[src/rtl/uart_seq_pkg.sv]
// -----------------------------------------------------------------------------
// uart_seq_pkg
//   Shared definitions for the UART APB sequencer: UART register map,
//   STATUS bit positions, sequencer FSM states and APB transfer phases.
// -----------------------------------------------------------------------------
package uart_seq_pkg;

    // UART register map (byte addresses on the 5-bit APB bus)
    localparam logic [4:0] ADDR_TX     = 5'h00;
    localparam logic [4:0] ADDR_RX     = 5'h04;
    localparam logic [4:0] ADDR_CR1    = 5'h08;
    localparam logic [4:0] ADDR_CR2    = 5'h0C;
    localparam logic [4:0] ADDR_STATUS = 5'h10;
    localparam logic [4:0] ADDR_CR3    = 5'h14;

    // STATUS register bit positions
    localparam int ST_TXRDY    = 0;
    localparam int ST_RXRDY    = 1;
    localparam int ST_PARITY   = 2;
    localparam int ST_OVERFLOW = 3;
    localparam int ST_FRAMING  = 4;

    typedef enum logic [2:0] {
        S_INIT_CR1,
        S_INIT_CR2,
        S_INIT_CR3,
        S_POLL,
        S_DECIDE,
        S_RD_RX,
        S_WR_TX,
        S_GAP
    } seq_state_e;

    // Each transfer state walks IDLE -> SETUP -> ACCESS; the IDLE cycle
    // guarantees the bus drops to zero between back-to-back transfers.
    typedef enum logic [1:0] {
        PH_IDLE,
        PH_SETUP,
        PH_ACCESS
    } apb_phase_e;

    function automatic logic is_xfer_state(seq_state_e s);
        return (s != S_DECIDE) && (s != S_GAP);
    endfunction

endpackage

[src/rtl/uart_apb_sequencer_if.sv]
// -----------------------------------------------------------------------------
// uart_apb_sequencer_if
//   APB3 bus between the sequencer (master) and the UART (slave).
//   m_paddr/m_psel/m_penable/m_pwrite/m_pwdata : master -> slave
//   m_prdata/m_pready                           : slave  -> master
// -----------------------------------------------------------------------------
interface uart_apb_sequencer_if;

    logic [4:0] m_paddr;
    logic       m_psel;
    logic       m_penable;
    logic       m_pwrite;
    logic [7:0] m_pwdata;
    logic [7:0] m_prdata;
    logic       m_pready;

    modport master (
        output m_paddr, m_psel, m_penable, m_pwrite, m_pwdata,
        input  m_prdata, m_pready
    );

    modport slave (
        input  m_paddr, m_psel, m_penable, m_pwrite, m_pwdata,
        output m_prdata, m_pready
    );

endinterface

[src/rtl/uart_seq_rr_arb.sv]
// -----------------------------------------------------------------------------
// uart_seq_rr_arb
//   Two-way round-robin arbiter for the TX requesters.
//   PCLK, PRESETN : clock, asynchronous active-low reset
//   req[1:0]      : request vector
//   advance       : the current grant has been served; favour the other one
//   gnt           : index of the granted requester
//   gnt only moves with req or advance; the owner pins req to the winner while
//   a transfer is in flight so the grant cannot change under it.
// -----------------------------------------------------------------------------
module uart_seq_rr_arb (
    input  logic       PCLK,
    input  logic       PRESETN,
    input  logic [1:0] req,
    input  logic       advance,
    output logic       gnt
);

    logic ptr_q;
    logic ptr_d;

    // NOTE: every output of a combinational block gets a default before any
    // branch, so no path can leave it unassigned and infer a latch.
    always_comb begin
        gnt   = ptr_q;
        ptr_d = ptr_q;
        unique case (req)
            2'b01:   gnt = 1'b0;
            2'b10:   gnt = 1'b1;
            default: gnt = ptr_q;
        endcase
        if (advance) begin
            ptr_d = ~gnt;
        end
    end

    // NOTE: state registers use non-blocking assignment so every flop samples
    // the pre-edge value of every other flop, independent of process order.
    always_ff @(posedge PCLK or negedge PRESETN) begin
        if (!PRESETN) begin
            ptr_q <= 1'b0;
        end else begin
            ptr_q <= ptr_d;
        end
    end

endmodule

[src/rtl/uart_apb_sequencer.sv]
// -----------------------------------------------------------------------------
// uart_apb_sequencer
//   APB3 master owning the UART. Programs CR1/CR2/(CR3) after reset, then
//   polls STATUS and moves bytes between the UART, two TX requesters and one
//   RX sink.
//   PCLK, PRESETN          : clock, asynchronous active-low reset
//   apb (master modport)   : APB3 bus to the UART
//   tx_valid/tx_data0/1    : TX requesters; tx_ready pulses on acceptance
//   rx_valid/rx_data       : RX holding register; cleared by rx_ready
//   cfg_reload / cfg_done  : rerun init (taken at DECIDE) / init complete
//   err_flags / err_clr    : sticky {framing, overflow, parity} / clear
// -----------------------------------------------------------------------------
module uart_apb_sequencer
    import uart_seq_pkg::*;
#(
    parameter logic [12:0] BAUD_VALUE = 13'd1,
    parameter bit          BIT8       = 1'b1,
    parameter bit          PARITY_EN  = 1'b0,
    parameter bit          ODD_N_EVEN = 1'b0,
    parameter bit          FRCTN_EN   = 1'b0,
    parameter logic [2:0]  BAUD_FRCTN = 3'd0,
    parameter int unsigned POLL_GAP   = 4
) (
    input  logic                        PCLK,
    input  logic                        PRESETN,
    uart_apb_sequencer_if.master        apb,
    input  logic [1:0]                  tx_valid,
    input  logic [7:0]                  tx_data0,
    input  logic [7:0]                  tx_data1,
    output logic [1:0]                  tx_ready,
    output logic                        rx_valid,
    output logic [7:0]                  rx_data,
    input  logic                        rx_ready,
    input  logic                        cfg_reload,
    output logic                        cfg_done,
    output logic [2:0]                  err_flags,
    input  logic                        err_clr
);

    localparam int GAP_W = 16;
    // GAP is entered with the count already at POLL_GAP-1 so it lasts exactly
    // POLL_GAP cycles; with POLL_GAP=0 DECIDE goes straight back to POLL.
    localparam logic [GAP_W-1:0] GAP_LOAD = GAP_W'((POLL_GAP == 0) ? 0 : POLL_GAP - 1);

    seq_state_e       state_q,    state_d;
    apb_phase_e       phase_q,    phase_d;
    logic [GAP_W-1:0] gap_q,      gap_d;
    logic [7:0]       wdata_q,    wdata_d;
    logic             sel_q,      sel_d;
    logic [1:0]       status_q,   status_d;   // captured {RXRDY, TXRDY}
    logic             rx_valid_q, rx_valid_d;
    logic [7:0]       rx_data_q,  rx_data_d;
    logic             cfg_done_q, cfg_done_d;
    logic [2:0]       err_q,      err_d;
    logic             reload_q,   reload_d;

    logic       xfer_done;
    logic       in_tx;
    logic [1:0] arb_req;
    logic       arb_gnt;
    logic       arb_advance;

    assign xfer_done = (phase_q == PH_ACCESS) && apb.m_pready;
    assign in_tx     = (state_q == S_WR_TX) && (phase_q != PH_IDLE);
    // While a write is in flight the arbiter sees only the winner's request,
    // so a requester dropping valid cannot move the grant mid-transfer.
    assign arb_req   = in_tx ? (sel_q ? 2'b10 : 2'b01) : tx_valid;

    uart_seq_rr_arb u_arb (
        .PCLK    (PCLK),
        .PRESETN (PRESETN),
        .req     (arb_req),
        .advance (arb_advance),
        .gnt     (arb_gnt)
    );

    // APB outputs decode straight from state/phase; reset forces both to
    // their idle encodings, so the bus drops the instant PRESETN falls.
    always_comb begin
        apb.m_psel    = 1'b0;
        apb.m_penable = 1'b0;
        apb.m_pwrite  = 1'b0;
        apb.m_paddr   = 5'h00;
        apb.m_pwdata  = 8'h00;
        if (is_xfer_state(state_q) && (phase_q != PH_IDLE)) begin
            apb.m_psel    = 1'b1;
            apb.m_penable = (phase_q == PH_ACCESS);
            case (state_q)
                S_INIT_CR1: begin
                    apb.m_paddr  = ADDR_CR1;
                    apb.m_pwrite = 1'b1;
                    apb.m_pwdata = BAUD_VALUE[7:0];
                end
                S_INIT_CR2: begin
                    apb.m_paddr  = ADDR_CR2;
                    apb.m_pwrite = 1'b1;
                    apb.m_pwdata = {BAUD_VALUE[12:8], ODD_N_EVEN, PARITY_EN, BIT8};
                end
                S_INIT_CR3: begin
                    apb.m_paddr  = ADDR_CR3;
                    apb.m_pwrite = 1'b1;
                    apb.m_pwdata = {5'b00000, BAUD_FRCTN};
                end
                S_POLL:  apb.m_paddr = ADDR_STATUS;
                S_RD_RX: apb.m_paddr = ADDR_RX;
                S_WR_TX: begin
                    apb.m_paddr  = ADDR_TX;
                    apb.m_pwrite = 1'b1;
                    apb.m_pwdata = wdata_q;
                end
                default: apb.m_psel = 1'b0;
            endcase
        end
    end

    // Next-state, datapath updates and handshake pulses
    always_comb begin
        state_d     = state_q;
        phase_d     = phase_q;
        gap_d       = gap_q;
        wdata_d     = wdata_q;
        sel_d       = sel_q;
        status_d    = status_q;
        rx_valid_d  = rx_valid_q;
        rx_data_d   = rx_data_q;
        cfg_done_d  = cfg_done_q;
        err_d       = err_q;
        reload_d    = reload_q | cfg_reload;
        tx_ready    = 2'b00;
        arb_advance = 1'b0;

        if (rx_valid_q && rx_ready) begin
            rx_valid_d = 1'b0;
        end

        if (is_xfer_state(state_q)) begin
            unique case (phase_q)
                PH_IDLE:   phase_d = PH_SETUP;
                PH_SETUP:  phase_d = PH_ACCESS;
                PH_ACCESS: if (apb.m_pready) phase_d = PH_IDLE;
                default:   phase_d = PH_IDLE;
            endcase
        end

        case (state_q)
            S_INIT_CR1: if (xfer_done) state_d = S_INIT_CR2;
            S_INIT_CR2: begin
                if (xfer_done) begin
                    if (FRCTN_EN) begin
                        state_d = S_INIT_CR3;
                    end else begin
                        state_d    = S_POLL;
                        cfg_done_d = 1'b1;
                    end
                end
            end
            S_INIT_CR3: begin
                if (xfer_done) begin
                    state_d    = S_POLL;
                    cfg_done_d = 1'b1;
                end
            end
            S_POLL: begin
                if (xfer_done) begin
                    status_d = {apb.m_prdata[ST_RXRDY], apb.m_prdata[ST_TXRDY]};
                    err_d    = err_q | {apb.m_prdata[ST_FRAMING],
                                        apb.m_prdata[ST_OVERFLOW],
                                        apb.m_prdata[ST_PARITY]};
                    state_d  = S_DECIDE;
                end
            end
            S_DECIDE: begin
                if (reload_q) begin
                    state_d    = S_INIT_CR1;
                    cfg_done_d = 1'b0;
                    reload_d   = cfg_reload;   // keep a pulse landing this cycle
                end else if (status_q[1] && (!rx_valid_q || rx_ready)) begin
                    state_d = S_RD_RX;
                end else if (status_q[0] && (|tx_valid)) begin
                    state_d = S_WR_TX;
                end else if (POLL_GAP == 0) begin
                    state_d = S_POLL;
                end else begin
                    state_d = S_GAP;
                    gap_d   = GAP_LOAD;
                end
            end
            S_RD_RX: begin
                if (xfer_done) begin
                    rx_data_d  = apb.m_prdata;
                    rx_valid_d = 1'b1;
                    state_d    = S_POLL;
                end
            end
            S_WR_TX: begin
                if (phase_q == PH_IDLE) begin
                    sel_d   = arb_gnt;
                    wdata_d = arb_gnt ? tx_data1 : tx_data0;
                end
                if (xfer_done) begin
                    tx_ready[sel_q] = 1'b1;
                    arb_advance     = 1'b1;
                    state_d         = S_POLL;
                end
            end
            S_GAP: begin
                if (gap_q == '0) begin
                    state_d = S_POLL;
                end else begin
                    gap_d = gap_q - 1'b1;
                end
            end
            default: state_d = S_INIT_CR1;
        endcase

        // A clear outranks a same-cycle set from POLL.
        if (err_clr) begin
            err_d = 3'b000;
        end
    end

    always_ff @(posedge PCLK or negedge PRESETN) begin
        if (!PRESETN) begin
            state_q    <= S_INIT_CR1;
            phase_q    <= PH_IDLE;
            gap_q      <= '0;
            wdata_q    <= 8'h00;
            sel_q      <= 1'b0;
            status_q   <= 2'b00;
            rx_valid_q <= 1'b0;
            rx_data_q  <= 8'h00;
            cfg_done_q <= 1'b0;
            err_q      <= 3'b000;
            reload_q   <= 1'b0;
        end else begin
            state_q    <= state_d;
            phase_q    <= phase_d;
            gap_q      <= gap_d;
            wdata_q    <= wdata_d;
            sel_q      <= sel_d;
            status_q   <= status_d;
            rx_valid_q <= rx_valid_d;
            rx_data_q  <= rx_data_d;
            cfg_done_q <= cfg_done_d;
            err_q      <= err_d;
            reload_q   <= reload_d;
        end
    end

    assign rx_valid  = rx_valid_q;
    assign rx_data   = rx_data_q;
    assign cfg_done  = cfg_done_q;
    assign err_flags = err_q;

endmodule

[src/flat_wrapper.sv]
// flat-port wrapper written by rule: the top's interface ports become plain ports
module uart_apb_sequencer_flat import uart_seq_pkg::*;
#(
    parameter logic [12:0] BAUD_VALUE = 13'd1,
    parameter bit          BIT8       = 1'b1,
    parameter bit          PARITY_EN  = 1'b0,
    parameter bit          ODD_N_EVEN = 1'b0,
    parameter bit          FRCTN_EN   = 1'b0,
    parameter logic [2:0]  BAUD_FRCTN = 3'd0,
    parameter int unsigned POLL_GAP   = 4
)
  (PCLK, PRESETN, tx_valid, tx_data0, tx_data1, tx_ready, rx_valid, rx_data, rx_ready, cfg_reload, cfg_done, err_flags, err_clr, apb_m_paddr, apb_m_psel, apb_m_penable, apb_m_pwrite, apb_m_pwdata, apb_m_prdata, apb_m_pready);
  uart_apb_sequencer_if apb_i ();
  input  logic PCLK;
  input  logic PRESETN;
  input  logic [1:0] tx_valid;
  input  logic [7:0] tx_data0;
  input  logic [7:0] tx_data1;
  output logic [1:0] tx_ready;
  output logic rx_valid;
  output logic [7:0] rx_data;
  input  logic rx_ready;
  input  logic cfg_reload;
  output logic cfg_done;
  output logic [2:0] err_flags;
  input  logic err_clr;
  output wire logic [$bits(apb_i.m_paddr)-1:0] apb_m_paddr;
  output wire logic [$bits(apb_i.m_psel)-1:0] apb_m_psel;
  output wire logic [$bits(apb_i.m_penable)-1:0] apb_m_penable;
  output wire logic [$bits(apb_i.m_pwrite)-1:0] apb_m_pwrite;
  output wire logic [$bits(apb_i.m_pwdata)-1:0] apb_m_pwdata;
  input wire logic [$bits(apb_i.m_prdata)-1:0] apb_m_prdata;
  input wire logic [$bits(apb_i.m_pready)-1:0] apb_m_pready;
  assign apb_m_paddr = apb_i.m_paddr;
  assign apb_m_psel = apb_i.m_psel;
  assign apb_m_penable = apb_i.m_penable;
  assign apb_m_pwrite = apb_i.m_pwrite;
  assign apb_m_pwdata = apb_i.m_pwdata;
  assign apb_i.m_prdata = apb_m_prdata;
  assign apb_i.m_pready = apb_m_pready;
  uart_apb_sequencer #(.BAUD_VALUE(BAUD_VALUE), .BIT8(BIT8), .PARITY_EN(PARITY_EN), .ODD_N_EVEN(ODD_N_EVEN), .FRCTN_EN(FRCTN_EN), .BAUD_FRCTN(BAUD_FRCTN), .POLL_GAP(POLL_GAP)) u_core (.PCLK(PCLK), .PRESETN(PRESETN), .apb(apb_i), .tx_valid(tx_valid), .tx_data0(tx_data0), .tx_data1(tx_data1), .tx_ready(tx_ready), .rx_valid(rx_valid), .rx_data(rx_data), .rx_ready(rx_ready), .cfg_reload(cfg_reload), .cfg_done(cfg_done), .err_flags(err_flags), .err_clr(err_clr));
endmodule
[config.mk]
export PLATFORM = sky130hd
export DESIGN_NAME = uart_apb_sequencer_flat
export DESIGN_NICKNAME = d
export VERILOG_FILES = /design/src/rtl/uart_seq_pkg.sv /design/src/rtl/uart_apb_sequencer_if.sv /design/src/rtl/uart_seq_rr_arb.sv /design/src/rtl/uart_apb_sequencer.sv /design/src/flat_wrapper.sv
export SDC_FILE = /design/constraint.sdc
export NUM_CORES = 1
export LEC_CHECK = 0
export ABC_AREA = 1
export ABC_CLOCK_PERIOD_IN_PS = 5450
export BUFFER_PORTS_ARGS = -buffer_cell sky130_fd_sc_hd__buf_4
export CAP_MARGIN = 20
export CORE_MARGIN = 3
export CORE_UTILIZATION = 55
export DETAILED_ROUTE_END_ITERATION = 7
export GPL_TIMING_DRIVEN = 0
export PLACE_DENSITY_LB_ADDON = 0.25
export SETUP_SLACK_MARGIN = 0.05
export SLEW_MARGIN = 20
export SYNTH_ARGS = -nofsm -noshare
export SYNTH_HDL_FRONTEND = slang
export SYNTH_HIERARCHICAL = 1
export SYNTH_SLANG_ARGS = --single-unit
[constraint.sdc]
create_clock -name PCLK -period 5.45 [get_ports PCLK]
set_input_delay 0.8175 -clock PCLK [delete_from_list [all_inputs] [get_ports PCLK]]
set_output_delay 0.8175 -clock PCLK [all_outputs]
set_load 0.1 [all_outputs]
======== After elaboration in Yosys (flattened, before gate mapping) ========
Cells that the tools add are included.
storage, ports and cells
  register bits after elaboration ......... 47
  bits of input ports ..................... 32
cells by class
  bitwise logic cells ..................... 3
  equality and inequality tests ........... 24
  mux-type cells .......................... 45
  reduce and logical (&&, ||, !) cells .... 32
  add/subtract/negate cells ............... 1
  order comparisons ....................... 2
operators with widths
  cell                     count
  $mux W16                 4
  $pmux W16 S2             1
  $mux W3                  9
  $pmux W5 S5              1
  $logic_not A16 Y1        1
  $mux W1                  16
  $mux W8                  2
  $pmux W8 S2              1
  $sub A16 B1 Y16 const B  1
  $pmux W3 S5              1
  $eq A3 B3 Y1 const B     4
  $ne A2 B1 Y1 const B     6
  $mux W2                  5
  $ne A2 B2 Y1 const B     5
  $reduce_and A2 Y1        5
  $reduce_bool A2 Y1       5
  $logic_and A1 B1 Y1      8
  $reduce_or A4 Y1         2
  $eq A3 B2 Y1 const B     2
  $ne A3 B3 Y1 const B     2
  $pmux W2 S3              1
  $reduce_or A2 Y1         3
  $reduce_or A6 Y1         1
  $mux W5                  1
  17 further kinds         20

======== Logic depth before layout (Yosys ltp) ========
Gate-level depths: netlist of run 1.
  depth in word-level cells ............... 6
  depth in mapped cells ................... 15

======== Cells and area by module ========
The synthesis of run 1 kept the hierarchy.
by module, submodules not included
  module              times used  cells an instance  area each (µm²)
  uart_apb_sequencer  1           375                2650.0
  uart_seq_rr_arb     1           14                 97.6

======== Least setup slack after synthesis of run 1 ========
OpenSTA, ideal clock, no wires.
  kind .................................... flip-flop to output port
  from .................................... reg u_core.state_q[0]
  to ...................................... out apb_m_pwdata[0]
  required time ........................... 4.633 ns
  cell stages (with the launch flop) ...... 8
  slack ................................... 0.969 ns
  arrival time ............................ 3.664 ns
  cells stage by stage .................... dfrtp_1 > inv_2 > nand2_1 > nand2_1 > nor2_1 > nor2_1 > inv_1 > a21oi_1
between the ends
  word-level cells in the longest chain between the ends .. 4
RTL lines
  what                                                               RTL line                                            source
  start: declaration                                                 uart_apb_sequencer.sv:45                            seq_state_e state_q, state_d;
  start signal: assignment                                           uart_apb_sequencer.sv:236                           state_q <= state_d;
  $eq A3 B1 Y1, or another cell as far along                         uart_apb_sequencer.sv:88                            case (state_q)
  $reduce_or A2 Y1 (no line) or $logic_and A1 B1 Y1 (tied branches)  n/a
  $pmux W8 S2 or $logic_and A1 B1 Y1 (tied branches)                 uart_apb_sequencer.sv:88, uart_apb_sequencer.sv:85
  $mux W8 *                                                          uart_apb_sequencer.sv:85                            if (is_xfer_state(state_q) && (phase_q != PH_IDLE)) begin
  end: declaration                                                   flat_wrapper.sv:31                                  output wire logic [$bits(apb_i.m_pwdata)-1:0] apb_m_pwdata;
Every way passes the cells marked *; elsewhere a longest branch is shown, timed or not.

======== Worst setup path after layout of run 1 ========
  from .................................... reg u_core.state_q[2]
  to ...................................... reg u_core.wdata_q[6]
between the ends
  word-level cells in the longest chain between the ends .. 6
RTL lines
  what                                          RTL line                   source
  $eq A3 B3 Y1 *                                uart_apb_sequencer.sv:64   assign in_tx = (state_q == S_WR_TX) && (phase_q != PH_IDLE);
  $logic_and A1 B1 Y1 *                         uart_apb_sequencer.sv:64
  $mux W2 *                                     uart_apb_sequencer.sv:67   assign arb_req = in_tx ? (sel_q ? 2'b10 : 2'b01) : tx_valid;
  net u_core.arb_req[1]                         uart_apb_sequencer.sv:59   logic [1:0] arb_req;
  $eq A2 B2 Y1 or $eq A2 B1 Y1 (tied branches)  uart_seq_rr_arb.sv:27      unique case (req)
  $pmux W1 S2 *                                 uart_seq_rr_arb.sv:27
  net u_core.arb_gnt                            uart_apb_sequencer.sv:60   logic arb_gnt;
  $mux W8 *                                     uart_apb_sequencer.sv:198  wdata_d = arb_gnt ? tx_data1 : tx_data0;
  end signal: assignment                        uart_apb_sequencer.sv:239  wdata_q <= wdata_d;
  end: declaration                              uart_apb_sequencer.sv:48   logic [7:0] wdata_q, wdata_d;
The timed path passes the listed nets; every way through them passes the cells marked *.
A chain may end at the register's enable or synchronous reset.

==> results of run 1 <==
## worst reg2reg max path, delay by kind of cell (launching register included)
kind            cells  cell delay [ns]
buf+inv             4             0.85
compound gates      3             0.46
flops               1             0.44
fa+ha+maj           1             0.32
simple gates        5             0.71
## state kept, by name (all words and copies together), names as in the netlist
| signal | flops |
|---|---|
| u_core/rx_data | 8 |
| u_core/reload_q | 1 |
| u_core/err_flags | 3 |
| u_core/gap_q | 16 |
| u_core/cfg_done | 1 |
| u_core/u_arb/ptr_q | 1 |
| u_core/phase_q | 2 |
| u_core/rx_valid | 1 |
| u_core/sel_q | 1 |
| u_core/status_q | 2 |
| u_core/state_q | 3 |
| u_core/wdata_q | 8 |
## stage by stage
stage,instances,util [%],setup WS (ns)
CTS,525,70.6,2.51
detailed placement,517,68.7,2.53
global route,525,70.6,2.24
finish,525,70.6,2.54
global placement,517,68.7,2.65
floorplan,390,-,0.969
## where the power goes
| part | total (W) | switching [W] | leakage [nW] | internal, W |
|---|---|---|---|---|
| sequential | 0.000496 | 0.0000614 | 0.586 | 0.000434 |
| clock | 0.000221 | 0.000129 | 0.0408 | 0.0000919 |
| combinational | 0.00105 | 0.000796 | 1.28 | 0.000254 |
## cell type report
cell class / instances / area [um2] / area share [%]
buffer: 8 / 68.8 / 2.04
clock buffer: 5 / 68.8 / 2.04
clock inverter: 3 / 23.8 / 0.704
inverter: 56 / 213 / 6.30
multi-input combinational: 279 / 1290 / 38.3
sequential: 47 / 1180 / 34.8
tap: 67 / 83.8 / 2.48
timing repair buffer: 60 / 450 / 13.3
## cell families (layout without fill, tap and decap cells)
logic type / Yosys count / count (layout)
flops: 47 / 47
buf+inv: 64 / 132
fa+ha+maj: 3 / 3
compound gates: 43 / 43
simple gates: 225 / 225
other cells: 1 / 2
xor+xnor: 6 / 6
## path summary, 6_finish.rpt
| kind | from | end | slack (ns) | depth (start not counted) |
|---|---|---|---|---|
| max reg2reg | u_core/state_q[2] | u_core/wdata_q[6] | 2.54 | 13 |
| min in group asynchronous | PRESETN | u_core/phase_q[1] | 0.50 | 1 |
| min | u_core/rx_data[7] | u_core/rx_data[7] | 0.49 | 2 |
| max in group asynchronous | PRESETN | u_core/gap_q[0] | 4.53 | 1 |
| max | u_core/state_q[2] | u_core/wdata_q[6] | 2.54 | 13 |
| min reg2reg | u_core/rx_data[7] | u_core/rx_data[7] | 0.49 | 2 |
## cell usage after synthesis, drive strengths merged (2+ instances only)
cell / number
nor2: 74
o21ai: 21
o21a: 2
xor2: 5
inv: 56
buf: 7
ha: 3
nand3: 17
a31oi: 8
a21oi: 10
nand2: 128
nor3: 4
dfrtp: 47
## routing by layer
metal | vias to the layer above | GRT usage (%) | routed length [um]
li1 | 1318 | - | -
met1 | 1217 | 28.3 | 2650
met2 | 75 | 38.9 | 3080
met3 | 9 | 6.69 | 441
met4 | 0 | 7.43 | 85
met5 | - | 0 | 0
==> out/qor.txt, run 1 <==
===============================================================================================
Most common cell after layout, fill and taps aside                                 sky130_fd_sc_hd__nand2_1
Mux share of post-synthesis cell area                                                        0%
Commonest non-fill, non-tap cells in the layout                                    sky130_fd_sc_hd__nand2_1, sky130_fd_sc_hd__nor2_1, sky130_fd_sc_hd__buf_4
Via/cell ratio                                                                             4.99
Avg Inst Size Synth                                                                    7.06 um2
Clock input transition at the sequential cells of the worst setup and hold paths        0.09 ns
CP Max Fanout                                                                                10
Hold WC Path Type                                                                       reg2reg
HPWL after DPL                                                                          4640 um
Library cell appearing most often on the critical path                             sky130_fd_sc_hd__nand2_1
Number of pins exceeding their max-slew limit in the final report                             0
Post-Synth Adder-Cell Area                                                                1.37%
First-pass GRT wire length                                                            11,100 um
Share of synthesized registers carrying an async set or reset                              100%
Antenna Violating Nets Remaining                                                              0
Required time at the endpoint of the critical path                                      5.64 ns
Slowest cell on the critical path                                                  sky130_fd_sc_hd__dfrtp_1
Number of antenna violations at the first check in global routing                             0
VDD IR-drop max                                                                          496 uV
Global router's overall resource usage                                                    23.0%
Placement-stage cell area                                                              3290 um2
CTS Buf Count                                                                                 5
Critical path's top delay family                                                   buffers and inverters
Maximum clock path buffer count                                                               2
Fraction of the yosys area taken by sequential cells                                      42.8%
I/O pins                                                                                     63
Relative slew margins                                                                     60.0%
Smallest hold slack                                                                    0.492 ns
Die outline height                                                                      76.7 um
Tightest Pin Transition                                                                0.600 ns
Stage delay of the slowest cell on the critical path                                    0.44 ns
Layout fillers                                                                              426
Count of input and output buffers                                                            60
Total of flip-flops plus latches after synthesis                                             47
Average wire length per cell after detail routing                                       11.9 um
Fin Setup TNS                                                                              0 ns
Share of the synthesized area in compound gates (AO/OA/AOI/OAI)                           9.65%
Total power                                                                           0.00177 W
Post-Route Skew                                                                      0.00464 ns
Number of enable-type register cells in the synthesized netlist                               0
Post-synthesis to final-layout area growth                                                23.0%
Ant diodes                                                                                    0
Effective utilization at floorplan                                                        57.4%
Area of the core region                                                                4790 um2
Combinational family with the most area after synthesis                            simple AND/OR/NAND/NOR gates
Width of the die                                                                        76.7 um
Share of post-route cells with drive strength above 1                                     21.2%
Number of buffers and inverters on the critical path                                          4
Final Net Count                                                                             492
Placement row count                                                                          25
Total die area                                                                         5880 um2
Run status                                                                         finished clean
Gate count of the mapped netlist                                                            389
Count of warnings emitted by yosys                                                            6
Leakage                                                                                 1.90 nW
CTS resizes                                                                                   0
Clock tree root driver cell                                                        sky130_fd_sc_hd__clkbuf_8
Area share of and/or/nand/nor cells after synthesis                                       33.9%
Maximum number of pins on one net before global-route repair                                 48
Post-route DRC violation count                                                                0
Clock net sink count                                                                         47
Count of TritonRoute iterations in the first routing pass                                     4
Via count of the routed design                                                            2,619
Post-synth top flop                                                                sky130_fd_sc_hd__dfrtp_1
DRC marker count from the first detailed-route iteration                                    167
Xor/xnor cell area share of the yosys netlist                                             1.91%
Arr. time, crit path                                                                    3.10 ns
Routability congestion estimate                                                           0.864
Count of H-tree levels built during CTS                                                       2
Crit end category                                                                     flip-flop
Final cell area excluding filler cells                                                 3380 um2
Setup-failing EPs final                                                                       0
Max-cap viol count                                                                            0
Area fraction of the dominant cell type after synthesis                                   42.8%
Hold-fix buffers, CTS                                                                         0
Clock period minus worst slack                                                          2.91 ns
Top area cells in the synthesized netlist                                          sky130_fd_sc_hd__dfrtp_1, sky130_fd_sc_hd__nand2_1, sky130_fd_sc_hd__nor2_1
Leading area contributor after synthesis                                           sky130_fd_sc_hd__dfrtp_1
Cell Chain, Critical Path                                                          nand2_1 -> nor2_1 -> inv_1 -> nor2_1 -> inv_2 -> o21ai_0 -> ha_1 -> nand2_1 -> o21a_1 -> clkbuf_1 -> inv_1 -> nand2_1 -> a31oi_1
Final-report hold violation count                                                             0
Final clock period utilization by the worst path                                          53.3%
Ratio of total power to cell area                                                    523 nW/um2
Max Fclk                                                                              0.344 GHz
RSZ-0062 raised after global routing                                                      false
Number of library cell types mapped by synthesis                                             32
Cell area after technology mapping                                                     2750 um2
Clock tree from TritonCTS                                                                 built
Post-CTS setup buffer count                                                                   0
Clock latency on the worst-skew pair                                                    0.30 ns
Crit path kind                                                                          reg2reg
Global route overflow                                                                         0
Final routed wirelength across all metal layers                                         6250 um
Via count of the first global-routing pass                                                2,609
CP Launch Type                                                                        flip-flop
===============================================================================================
Power figures use the tool's default switching activity.
==> run 2, diff against run 1 <==
--- a/config.mk
+++ b/config.mk
@@ -5,12 +5,12 @@
 export SDC_FILE = /design/constraint.sdc
 export NUM_CORES = 1
 export LEC_CHECK = 0
-export ABC_AREA = 1
-export ABC_CLOCK_PERIOD_IN_PS = 5450
+export ABC_AREA = 0
+export ABC_CLOCK_PERIOD_IN_PS = 2400
 export BUFFER_PORTS_ARGS = -buffer_cell sky130_fd_sc_hd__buf_4
 export CAP_MARGIN = 20
 export CORE_MARGIN = 3
-export CORE_UTILIZATION = 55
+export CORE_UTILIZATION = 48
 export DETAILED_ROUTE_END_ITERATION = 7
 export GPL_TIMING_DRIVEN = 0
 export PLACE_DENSITY_LB_ADDON = 0.25
==> constraint.sdc (replaced) <==
create_clock -name PCLK -period 2.4 [get_ports PCLK]
set_input_delay 0.36 -clock PCLK [delete_from_list [all_inputs] [get_ports PCLK]]
set_output_delay 0.36 -clock PCLK [all_outputs]
set_load 0.1 [all_outputs]
==> run 2 against run 1 <==
Effect of this change:
- cell area shrank 1.0%
- sequential power grew 100%
- area after synthesis shrank 9.7%
- die area grew 3.2%
- sequential cell count is the same
- clock skew grew 0.0046 ns
- clock-buffer cell count is the same
- sequential share of layout area grew 0.48 points
- combinational power grew 41%
- utilization shrank 1.6 points
- via count shrank 18%
- non-clock buffer count grew 13
==> out/qor.txt, run 2 <==
===============================================================================================
Width of the die                                                                        77.9 um
Crit end category                                                                    output pin
Combinational family with the most area after synthesis                            simple AND/OR/NAND/NOR gates
Clock period minus worst slack                                                          2.28 ns
Ratio of total power to cell area                                                    922 nW/um2
Count of H-tree levels built during CTS                                                       2
Most flops, register                                                               u_core/gap_q
Total of flip-flops plus latches after synthesis                                             47
Area of the core region                                                                4850 um2
Leakage                                                                                 1.50 nW
Share of the synthesized area in compound gates (AO/OA/AOI/OAI)                           11.4%
Clock latency on the worst-skew pair                                                    0.31 ns
Library cell appearing most often on the critical path                             sky130_fd_sc_hd__buf_4
Post-route DRC violation count                                                                0
VDD IR-drop max                                                                         1010 uV
Share of synthesized registers carrying an async set or reset                              100%
Count of input and output buffers                                                            60
Hold-fix buffers, CTS                                                                         0
Cell area after technology mapping                                                     2480 um2
Clock tree from TritonCTS                                                                 built
Clock net sink count                                                                         47
Post-synth top flop                                                                sky130_fd_sc_hd__dfrtp_1
Number of enable-type register cells in the synthesized netlist                               0
Crit path kind                                                                          reg2out
Post-Route Skew                                                                      0.00920 ns
Setup-failing EPs final                                                                       0
Final cell area excluding filler cells                                                 3340 um2
Max Fclk                                                                              0.439 GHz
Worst-case reg-to-reg path depth                                                              8
Final clock period utilization by the worst path                                          94.9%
Tightest Pin Transition                                                                0.914 ns
Average wire length per cell after detail routing                                       14.5 um
Arr. time, crit path                                                                    1.92 ns
Gate count of the mapped netlist                                                            254
Maximum number of pins on one net before global-route repair                                 48
Maximum clock path buffer count                                                               2
Count of warnings emitted by yosys                                                            6
Most common cell after layout, fill and taps aside                                 sky130_fd_sc_hd__buf_4
HPWL after DPL                                                                          3960 um
Clock tree root driver cell                                                        sky130_fd_sc_hd__clkbuf_8
CP Launch Type                                                                        flip-flop
Xor/xnor cell area share of the yosys netlist                                             2.12%
Most used standard cells in the synthesized netlist                                sky130_fd_sc_hd__dfrtp_1, sky130_fd_sc_hd__nor2_1, sky130_fd_sc_hd__a21oi_1, sky130_fd_sc_hd__mux2i_1, sky130_fd_sc_hd__mux2_2
Hold WC Path Type                                                                      in2async
Avg Inst Size Synth                                                                    9.77 um2
Number of buffers and inverters on the critical path                                          3
Total die area                                                                         6070 um2
Global router's overall resource usage                                                    20.4%
Via count of the routed design                                                            2,154
CP Max Fanout                                                                                 6
Count of placed standard cells including taps                                               382
Placement row count                                                                          25
Count of TritonRoute iterations in the first routing pass                                     4
Antenna Violating Nets Remaining                                                              0
Via count of the first global-routing pass                                                2,072
Final-report hold violation count                                                             0
Reg-to-reg startpoint                                                              u_core/state_q[0]
Effective utilization at floorplan                                                        51.2%
Top area cells in the synthesized netlist                                          sky130_fd_sc_hd__dfrtp_1, sky130_fd_sc_hd__mux2_2, sky130_fd_sc_hd__mux2i_1
Critical register-to-register path endpoint                                        u_core/wdata_q[0]
Critical path's top delay family                                                   buffers and inverters
I/O pins                                                                                     63
Final Net Count                                                                             368
Number of pins exceeding their max-slew limit in the final report                             0
Post-Synth Adder-Cell Area                                                                1.51%
Share of post-route cells with drive strength above 1                                     37.4%
Placement-stage cell area                                                              3080 um2
Number of flip-flops in the largest register                                                 16
Post-synthesis to final-layout area growth                                                34.7%
Area fraction of the dominant cell type after synthesis                                   47.4%
Global route overflow                                                                         0
Relative slew margins                                                                     38.6%
Ant diodes                                                                                    0
Die outline height                                                                      77.9 um
Layout fillers                                                                              373
Fraction of the yosys area taken by sequential cells                                      47.4%
Commonest non-fill, non-tap cells in the layout                                    sky130_fd_sc_hd__buf_4, sky130_fd_sc_hd__dfrtp_1, sky130_fd_sc_hd__nor2_1
Via/cell ratio                                                                             5.37
CTS Buf Count                                                                                 5
First-pass GRT wire length                                                              9890 um
Mux share of post-synthesis cell area                                                     12.4%
RSZ-0062 raised after global routing                                                       true
Run status                                                                         finished clean
DRC marker count from the first detailed-route iteration                                    168
Clock input transition at the sequential cells of the worst setup and hold paths        0.10 ns
Max-cap viol count                                                                            0
Area share of and/or/nand/nor cells after synthesis                                       22.3%
Final cell count without fillers                                                            401
Number of antenna violations at the first check in global routing                             0
Required time at the endpoint of the critical path                                      2.04 ns
Most instantiated library cell after synthesis                                     sky130_fd_sc_hd__dfrtp_1
Routability congestion estimate                                                           0.798
Stage delay of the slowest cell on the critical path                                    0.39 ns
Cell Chain, Critical Path                                                          buf_4 -> buf_4 -> and2_1 -> o21a_1 -> nor3b_2 -> buf_6
Slowest cell on the critical path                                                  sky130_fd_sc_hd__dfrtp_1
Leading area contributor after synthesis                                           sky130_fd_sc_hd__dfrtp_1
Register-to-Register Setup Slack                                                        0.12 ns
Final routed wirelength across all metal layers                                         5800 um
Number of library cell types mapped by synthesis                                             42
===============================================================================================
[run 2: repair_timing]
item,in CTS,in global routing
gates cloned,1,0
endpoints found under the setup margin,11,18
gates resized for setup,8,10
setup buffers,7,4
pin swaps,2,1
[run 2: worst max path at each step]
stage | start | endpoint | slack (ns) | cells past startpoint
2_1_floorplan | u_core/state_q[0] | apb_m_penable | -0.23 | 4
3_3_place_gp | u_core/state_q[1] | u_core/wdata_q[7] | -0.28 | 9
3_5_place_dp | u_core/state_q[1] | u_core/wdata_q[0] | -0.31 | 9
4_1_cts | u_core/state_q[0] | u_core/wdata_q[5] | 0.06 | 8
5_1_grt | u_core/gap_q[10] | u_core/gap_q[1] | 0.02 | 6
6_report | u_core/state_q[1] | apb_m_penable | 0.12 | 6
[run 2: where the power goes]
part	switching [W]	internal [W]	total, W
Combinational	0.00102	0.000454	0.00148
Clock	0.000286	0.000314	0.000600
Sequential	0.000108	0.000894	0.00100
Total	0.00142	0.00166	0.00308
[run 2: kinds of logic after synthesis]
family | Yosys count
xor gates and xnor gates | 6
AOI/OAI and AO/OA | 47
other | 1
DFF | 47
muxes | 29
adders and majority gates | 3
and+or+nand+nor | 105
buffers and inverters | 16
[run 2: through the flow]
step	worst slack, ns	hold slack (ns)	utilization (%)	power [W]	setup TNS, ns
2_1_floorplan	-0.230	0.0644	-	0.00205	-0.255
3_3_place_gp	-0.276	0.413	63.4	0.00232	-2.33
3_5_place_dp	-0.311	0.416	63.4	0.00233	-2.61
4_1_cts	0.0622	0.0738	67.7	0.00302	0
5_1_grt	0.0211	0.0867	69.0	0.00322	0
6_report	0.123	0.0406	69.0	0.00308	0
[run 2: layout make-up]
class | instances | area [um2] | area share [%]
multi-input cells | 193 | 1360 | 40.6
flip-flops and latches | 47 | 1180 | 35.3
repair buffers | 71 | 541 | 16.2
plain buffers | 10 | 47.5 | 1.42
well taps | 67 | 83.8 | 2.51
clock buffers | 5 | 68.8 | 2.06
inverters | 5 | 18.8 | 0.561
clock inverters | 3 | 46.3 | 1.38
[run 2: per-layer routing]
metal | track usage, % | wire [um]
met1 | 26.8 | 2630
met3 | 5.22 | 330
met5 | 0 | 0
met4 | 5.77 | 61
met2 | 33.4 | 2780
